$ cat config.mk
export PLATFORM = sky130hd
export DESIGN_NAME = if_stage_flat
export DESIGN_NICKNAME = d
export VERILOG_FILES = /design/src/rtl/if_pkg.sv /design/src/rtl/if_stage_if.sv /design/src/rtl/if_inst_mem.sv /design/src/rtl/if_stage.sv /design/src/flat_wrapper.sv
export SDC_FILE = /design/constraint.sdc
export NUM_CORES = 2
export LEC_CHECK = 0
export ABC_CLOCK_PERIOD_IN_PS = 6600
export BUFFER_PORTS_ARGS = -buffer_cell sky130_fd_sc_hd__buf_2
export CAP_MARGIN = 30
export CELL_PAD_IN_SITES_DETAIL_PLACEMENT = 0
export CELL_PAD_IN_SITES_GLOBAL_PLACEMENT = 1
export CORE_MARGIN = 4
export CORE_UTILIZATION = 30
export CTS_CLUSTER_DIAMETER = 80
export CTS_CLUSTER_SIZE = 25
export DETAILED_ROUTE_END_ITERATION = 6
export PLACE_DENSITY_LB_ADDON = 0.12
export SETUP_SLACK_MARGIN = 0.15
export SYNTH_ARGS = -nofsm -noshare
export SYNTH_HDL_FRONTEND = slang
export SYNTH_SLANG_ARGS = --single-unit
$ cat constraint.sdc
create_clock -name i_clk -period 6.6 [get_ports i_clk]
set_clock_uncertainty 0.15 [all_clocks]
set_input_delay 0.66 -clock i_clk [delete_from_list [all_inputs] [get_ports i_clk]]
set_output_delay 0.66 -clock i_clk [all_outputs]
set_load 0.05 [all_outputs]
$ cat src/rtl/if_pkg.sv
// if_pkg: shared widths and PC-source select encoding for the fetch stage
package if_pkg;
  localparam int NB_REG = 32;
  localparam int NB_WIDHT = 9;
  localparam int NB_INST = 26;
  typedef enum logic [1:0] {SEQ, BRANCH, JUMP, JREG} pc_sel_e;
  function automatic pc_sel_e pc_select(input logic jump, input logic jsel, input logic pcsrc);
    return jump ? (jsel ? JREG : JUMP) : (pcsrc ? BRANCH : SEQ);
  endfunction
endpackage

$ cat src/rtl/if_stage_if.sv
// if_stage_if: debug-load, next-PC control and IF/ID output bundle of the fetch stage
interface if_stage_if;
  import if_pkg::*;
  logic                i_dunit_clk_en;
  logic                i_dunit_w_en;
  logic [NB_WIDHT-1:0] i_dunit_addr;
  logic [NB_REG-1:0]   i_dunit_data;
  logic                i_PCSrc;
  logic                i_Jump;
  logic                i_JSel;
  logic                i_PCWrite;
  logic [NB_REG-1:0]   i_inmed;
  logic [NB_INST-1:0]  i_inst_to_mxp;
  logic [NB_REG-1:0]   i_pc_jsel;
  logic [NB_REG-1:0]   o_pcplus4;
  logic [NB_REG-1:0]   o_instruction;
  modport master (
    output i_dunit_clk_en, i_dunit_w_en, i_dunit_addr, i_dunit_data,
    output i_PCSrc, i_Jump, i_JSel, i_PCWrite, i_inmed, i_inst_to_mxp, i_pc_jsel,
    input  o_pcplus4, o_instruction
  );
  modport slave (
    input  i_dunit_clk_en, i_dunit_w_en, i_dunit_addr, i_dunit_data,
    input  i_PCSrc, i_Jump, i_JSel, i_PCWrite, i_inmed, i_inst_to_mxp, i_pc_jsel,
    output o_pcplus4, o_instruction
  );
endinterface

$ cat src/rtl/if_inst_mem.sv
// if_inst_mem: word memory, async read / sync write; IF_MEM_CLEAR_EN adds a reset clear
module if_inst_mem
  import if_pkg::*;
#(
  parameter int NB_DATA = NB_REG,
  parameter int NB_ADDR = NB_WIDHT - 2
) (
  input  logic               clk,
`ifdef IF_MEM_CLEAR_EN
  input  logic               rst,
`endif
  input  logic               w_en,
  input  logic [NB_ADDR-1:0] w_addr,
  input  logic [NB_DATA-1:0] w_data,
  input  logic [NB_ADDR-1:0] r_addr,
  output logic [NB_DATA-1:0] r_data
);
  logic [NB_DATA-1:0] mem_q [2**NB_ADDR];
  assign r_data = mem_q[r_addr];
`ifdef IF_MEM_CLEAR_EN
  always_ff @(posedge clk)
    if (rst) mem_q <= '{default: '0};
    else if (w_en) mem_q[w_addr] <= w_data;
`else
  always_ff @(posedge clk)
    if (w_en) mem_q[w_addr] <= w_data;
`endif
endmodule

$ cat src/rtl/if_stage.sv
// if_stage: MIPS fetch stage - PC register, next-PC mux and local instruction memory
// IF_MEM_CLEAR_EN: reset also zeroes the instruction memory
module if_stage
  import if_pkg::*;
(
  input  logic          i_clk,
  input  logic          i_reset,
  if_stage_if.slave     bus
);
  logic [NB_REG-1:0] pc_q, pc_d, pcplus4;
  pc_sel_e sel;
  logic unused_ok;
  always_comb begin
    pcplus4 = pc_q + NB_REG'(4);
    sel = pc_select(bus.i_Jump, bus.i_JSel, bus.i_PCSrc);
    pc_d = !(bus.i_dunit_clk_en && bus.i_PCWrite) ? pc_q :
           sel == JREG   ? bus.i_pc_jsel :
           sel == JUMP   ? {pcplus4[NB_REG-1:NB_REG-4], bus.i_inst_to_mxp, 2'b00} :
           sel == BRANCH ? bus.i_inmed : pcplus4;
  end
  always_ff @(posedge i_clk)
    pc_q <= i_reset ? '0 : pc_d;
  // memory is word addressed; byte-offset bits of the load address carry no data
  assign unused_ok = ^bus.i_dunit_addr[1:0];
  assign bus.o_pcplus4 = pcplus4;
  if_inst_mem #(.NB_DATA(NB_REG), .NB_ADDR(NB_WIDHT - 2)) u_mem (
    .clk    (i_clk),
`ifdef IF_MEM_CLEAR_EN
    .rst    (i_reset),
`endif
    .w_en   (bus.i_dunit_w_en),
    .w_addr (bus.i_dunit_addr[NB_WIDHT-1:2]),
    .w_data (bus.i_dunit_data),
    .r_addr (pc_q[NB_WIDHT-1:2]),
    .r_data (bus.o_instruction)
  );
endmodule

$ cat src/flat_wrapper.sv
// flat-port wrapper written by rule: the top's interface ports become plain ports
module if_stage_flat import if_pkg::*;
  (i_clk, i_reset, bus_i_dunit_clk_en, bus_i_dunit_w_en, bus_i_dunit_addr, bus_i_dunit_data, bus_i_PCSrc, bus_i_Jump, bus_i_JSel, bus_i_PCWrite, bus_i_inmed, bus_i_inst_to_mxp, bus_i_pc_jsel, bus_o_pcplus4, bus_o_instruction);
  if_stage_if bus_i ();
  input  logic i_clk;
  input  logic i_reset;
  input wire logic [$bits(bus_i.i_dunit_clk_en)-1:0] bus_i_dunit_clk_en;
  input wire logic [$bits(bus_i.i_dunit_w_en)-1:0] bus_i_dunit_w_en;
  input wire logic [$bits(bus_i.i_dunit_addr)-1:0] bus_i_dunit_addr;
  input wire logic [$bits(bus_i.i_dunit_data)-1:0] bus_i_dunit_data;
  input wire logic [$bits(bus_i.i_PCSrc)-1:0] bus_i_PCSrc;
  input wire logic [$bits(bus_i.i_Jump)-1:0] bus_i_Jump;
  input wire logic [$bits(bus_i.i_JSel)-1:0] bus_i_JSel;
  input wire logic [$bits(bus_i.i_PCWrite)-1:0] bus_i_PCWrite;
  input wire logic [$bits(bus_i.i_inmed)-1:0] bus_i_inmed;
  input wire logic [$bits(bus_i.i_inst_to_mxp)-1:0] bus_i_inst_to_mxp;
  input wire logic [$bits(bus_i.i_pc_jsel)-1:0] bus_i_pc_jsel;
  output wire logic [$bits(bus_i.o_pcplus4)-1:0] bus_o_pcplus4;
  output wire logic [$bits(bus_i.o_instruction)-1:0] bus_o_instruction;
  assign bus_i.i_dunit_clk_en = bus_i_dunit_clk_en;
  assign bus_i.i_dunit_w_en = bus_i_dunit_w_en;
  assign bus_i.i_dunit_addr = bus_i_dunit_addr;
  assign bus_i.i_dunit_data = bus_i_dunit_data;
  assign bus_i.i_PCSrc = bus_i_PCSrc;
  assign bus_i.i_Jump = bus_i_Jump;
  assign bus_i.i_JSel = bus_i_JSel;
  assign bus_i.i_PCWrite = bus_i_PCWrite;
  assign bus_i.i_inmed = bus_i_inmed;
  assign bus_i.i_inst_to_mxp = bus_i_inst_to_mxp;
  assign bus_i.i_pc_jsel = bus_i_pc_jsel;
  assign bus_o_pcplus4 = bus_i.o_pcplus4;
  assign bus_o_instruction = bus_i.o_instruction;
  if_stage u_core (.i_clk(i_clk), .i_reset(i_reset), .bus(bus_i));
endmodule
Word level (Yosys, flattened, before mapping)
Memories as Yosys holds them, arrays and structs flattened. A register that Yosys moved wholly into a read port is not among the register bits.
Index checks and enable logic that the tools add are counted.
{"block": "totals", "elab_cells": 17, "regBits": 32, "out_inout_bits": 64, "ramBits": 4096, "memories": 1}
{"block": "op_classes", "addsub": 1, "n_eq_ne": 3, "n_reduce_logical": 1, "muxes": 10}
{"memory": "u_core.u_mem.mem_q", "words": 128, "word_bits": 32, "read_ports": 1, "rd_ports_with_merged_regs": 1, "wr": 1, "line": "if_inst_mem.sv:18", "text": "logic [NB_DATA-1:0] mem_q [2**NB_ADDR];"}
{"op": "two-way mux 32 bit", "n": 3}
{"op": "adder 32 x 3 -> 32 bit, second input constant", "n": 1}
{"op": "two-way mux 7 bit", "n": 2}
{"op": "equality test 2 bit, second input constant", "n": 2}
{"op": "two-way mux 1 bit", "n": 4}
{"op": "equality test 2 x 1 -> 1 bit, second input constant", "n": 1}
{"op": "two-way mux 2 bit", "n": 1}
{"op": "logical AND 1 bit", "n": 1}

Longest topological paths before layout
{"block": "depth", "depth_word": 8, "depth_mapped": 10, "ltp_nobuf": 6}

Cells and area by module
A second synthesis with hierarchy kept.
{"block": "unflattened", "cells_unflattened": 6334, "hier_area_um2": 158429.4}
{"mod": "if_inst_mem", "n_inst": 1, "cells_per_inst": 5958, "area_each_um2": 155635.5}
{"mod": "if_stage", "n_inst": 1, "cells_per_inst": 376, "area_each_um2": 2793.9}

Least setup slack after synthesis
No wires, ideal clock.
{"block": "synth_path", "kind": "input to register", "start": "in bus_i_dunit_w_en", "end": "mem u_core.u_mem.mem_q[100][0] (netlist bit), enable pin", "cell_stages": 3, "t_required_ns": 5.989, "n_path_buf": 1, "arrival_ns": 3.437, "path_slack_ns": 2.552, "cell_sequence": "clkbuf_1 > nand4_1 > nor3_1"}
{"block": "synth_between", "elab_chain_cells": 2}
{"item": "start: declaration", "line": "flat_wrapper.sv:8", "text": "input wire logic [$bits(bus_i.i_dunit_w_en)-1:0] bus_i_dunit_w_en;"}
{"item": "two-way mux 1 bit", "line": "if_inst_mem.sv:26", "text": "if (w_en) mem_q[w_addr] <= w_data;"}
{"item": "two-way mux 1 bit (implied by the code)", "line": "if_inst_mem.sv:26"}
{"item": "end: declaration", "line": "if_inst_mem.sv:18"}
Every way passes these cells.

==> summary.md <==
| Metric | Value |
|---|---|
| First-pass GRT wire length | `~700 mm` |
| Crit path time final | `about 6.2 ns` |
| Setup violations, final | `0` |
| Design area | `between 150000 and 200000 sq um` |
| Status | `finished, final reports clean` |
| Residual DRC | `0` |
| Ys flop type | `edfxtp_1` |
| Post-Syn Nets | `~8000` |
| Post-route setup TNS | `0 ns` |
| Clock sinks | `approximately 4100` |
| Max-Cap Viols | `0` |
| Final wirelength | `between 400 and 500 mm` |
| Crit-path max FO | `24` |
| Worst Tran Pin Value | `1.04 ns` |
| Area of the mapped netlist | `roughly 160000 sq um` |
| Static Leak | `between 50 and 60 nW` |
| Max-slew violations | `0` |
| Proportion of layout cells with a drive suffix above 1 | `27.8%` |
| TritonCTS clock tree | `done` |
| RSZ-0062 raised after global routing | `no` |
| DRT Pass-1 Iters | `5` |
| Ports | `203` |
| Total GRT Usage | `18.1%` |
| Synth Area in Simple Gates | `under 10%` |
| Worst setup SP type | `flop` |
| Critical R2R Launch | `u_core.pc_q[2]` |
| Hold depth | `5` |
| Setup crit end kind | `output pin` |
| # Post-CTS Setup Buffers | `0` |
| Max Fclk | `around 160 MHz` |
| Worst Hold Launch | `bus_i_inst_to_mxp[24]` |
| Wire per inst | `32.3 um` |
| Layout area overhead | `13.6%` |
| #FFs+latches synth | `just over 4000` |
| CP required | `between 5 and 6 ns` |
| Yosys warns | `0` |
| Post-synth EDFFs | `4096` |
| Hold-fix buffers at CTS | `76` |
| Die span in y | `735 um` |
| Reg2reg path depth | `7` |
| Worst hold path type | `in2reg` |
| Nets | `8456` |
| Period utilization | `a little over nine tenths` |
| Worst vdd ir | `between 200 and 250 uV` |
| Die Width | `735 um` |
| Resized cells post-CTS | `0` |
| Worst rel slew slack | `just over 30%` |
| Adder-Cell Fraction of Synth Area | `less than 1%` |
| Clock Path Buffers | `4` |
| Compound-Gate Fraction of Synth Area | `3.70%` |
| Vias in the first global route | `between 80000 and 90000` |
| Worst skew pair latency | `0.95 ns` |
| H-Tree Depth | `4` |
| HPWL Detailed | `between 300 and 400 mm` |
| Antenna viol nets, final | `0` |
| IO buf count | `200` |
| Initial antenna violation count | `42` |
| Post-synthesis sequential area ratio | `78.1%` |
| CORE AREA | `approximately 530000 sq um` |
| Yosys cell types | `66` |
| Vias | `~79000` |
| Worst Path Arrival | `approximately 5.4 ns` |
| Die area | `around 540000 sq um` |
| Gpl congestion | `roughly 0.76` |
| Post-Syn Area per Cell | `just over 20 sq um` |
| CTS clk-pin slew, worst paths | `roughly 0.090 ns` |
| Vias per Instance | `between 5 and 6` |
| Synth Instances | `~8000` |
| Gr ovfl total | `0` |
| Worst setup path class | `reg2out` |
| Post-Place Cell Area | `~170000 sq um` |
| Root Buffer | `clkbuf_16` |
| Largest net degree at the start of global routing | `126` |
| Mux contribution to synthesized area | `about an eighth` |
| Ys async rst share | `0%` |
| Layout fillers | `~49000` |
| Final hold violations | `0` |
| CTS buffer count | `roughly 230` |
| Site Rows | `around 270` |
| Starting Density | `roughly 30%` |
| Main combinational cell family by area after synthesis | `multiplexers` |
| Initial DRC count | `approximately 7400` |
| Synth Area in XOR/XNOR | `less than 1%` |
| Cell area power density | `270 nW/um^2` |
## worst max-delay path: stages, from the launching register on
cell     delay [ns]
dfxtp_4        0.90
or4b_4         0.69
buf_4          0.50
o22ai_1        0.14
nor4_1         0.56
buf_4          0.25
nand2_1        0.42
nand4_1        0.51
buf_2          0.35
## report_power, final
| part | leakage (nW) | total [mW] | switching, mW | internal, mW |
|---|---|---|---|---|
| clock | 3.69 | 16.6 | 9.23 | 7.39 |
| sequential | 37.1 | 29.0 | 0.0607 | 28.9 |
| combinational | 12.3 | 3.14 | 2.16 | 0.978 |
## cells in the mapped netlist (all sizes together) (19+ instances only)
master	n	area share (%)
mux2	527	3.7
xnor2	19	0.10
nor4	261	1.0
a21oi	24	0.076
nand4	48	0.20
dfxtp	39	0.49
nor2b	266	1.0
edfxtp	4096	78
nand3	33	0.10
nor2	284	0.67
buf	256	0.90
nand2	173	0.41
o22ai	516	2.0
mux4	640	9.1
clkbuf	214	0.51
a211oi	269	1.3
## stage by stage
stage               util [%]  cells  total power [mW]  setup WS [ns]  hold WS [ns]
global placement        32.6  14955              32.7           1.23         0.340
detailed placement      32.6  14976              32.8           1.34         0.342
CTS                     34.2  15451              49.5          0.205      0.000675
floorplan                  -   7821              31.1           2.55         0.318
finish                  34.3  15470              48.7          0.363         0.128
global route            34.3  15460              50.5          0.222        0.0925
## flip-flops by register name, summed over array words and instances (netlist names), named ones only
signal and count:
u_core.pc_q 32, u_core.u_mem.mem_q 4096
## layout make-up
cell class | count | area (sq um) | share of cell area, %
Sequential cell | 4135 | 124000 | 68.7
Multi-Input combinational cell | 3209 | 33600 | 18.7
Tap cell | 6968 | 8720 | 4.84
Timing Repair Buffer | 737 | 6380 | 3.54
Clock buffer | 249 | 5870 | 3.26
Clock inverter | 150 | 1760 | 0.977
Antenna cell | 15 | 37.5 | 0.0208
Inverter | 7 | 26.3 | 0.0146
## worst paths after layout
path / endpoint / slack (ns)
worst max-delay path: bus_o_instruction[10] / 0.36
worst min-delay path: u_core.pc_q[26] / 0.13
worst max register to register: u_core.pc_q[18] / 3.34
worst min register to register: u_core.pc_q[10] / 0.35
## logic make-up after synthesis
logic type,Yosys count
AOI/OAI and AO/OA,875
DFF,4135
buffers and inverters,477
xor gates and xnor gates,27
adders and majority gates,1
and+or+nand+nor,1122
muxes,1184
## layer usage
metal | share of wire [%] | wire (um) | up-vias | GRT usage, %
met4 | 1.8 | 9240 | 16 | 3.21
li1 | - | - | 33461 | -
met3 | 4.5 | 22600 | 402 | 2.18
met5 | 0.020 | 99 | - | 0
met2 | 48 | 240000 | 1731 | 30.1
met1 | 46 | 227000 | 43417 | 25.7
## cells in the final DEF (no fill, tap or decap), types with 7 or more instances in the layout
master,synthesis,final
nor3_1,17,8
clkinv_8,0,9
a211oi_1,268,268
nand4_1,47,47
inv_12,0,8
nand3_1,33,28
bufinv_16,0,17
nor2_4,0,119
inv_6,0,30
dfxtp_1,39,37
mux2i_1,17,17
nor2_1,284,165
inv_1,7,7
inv_8,0,12
diode_2,0,15
clkinvlp_4,0,14
clkbuf_1,211,16
clkinv_4,0,22
clkinv_2,0,14
xor2_1,8,8
dlygate4sd3_1,0,76
edfxtp_1,4096,4096
nor3_2,1,10
a22oi_1,8,8
a21oi_1,24,24
mux4_2,640,640
buf_16,0,11
buf_4,69,390
clkbuf_16,0,231
buf_6,3,32
buf_2,149,168
o22ai_1,516,516
buf_12,0,58
mux2_2,527,527
nor2b_1,266,266
nor4_1,261,255
nand2_1,173,169
clkinv_1,0,18
xnor2_1,19,19
o21ai_0,17,17
Note: power is estimated with default switching activity, not from simulation.
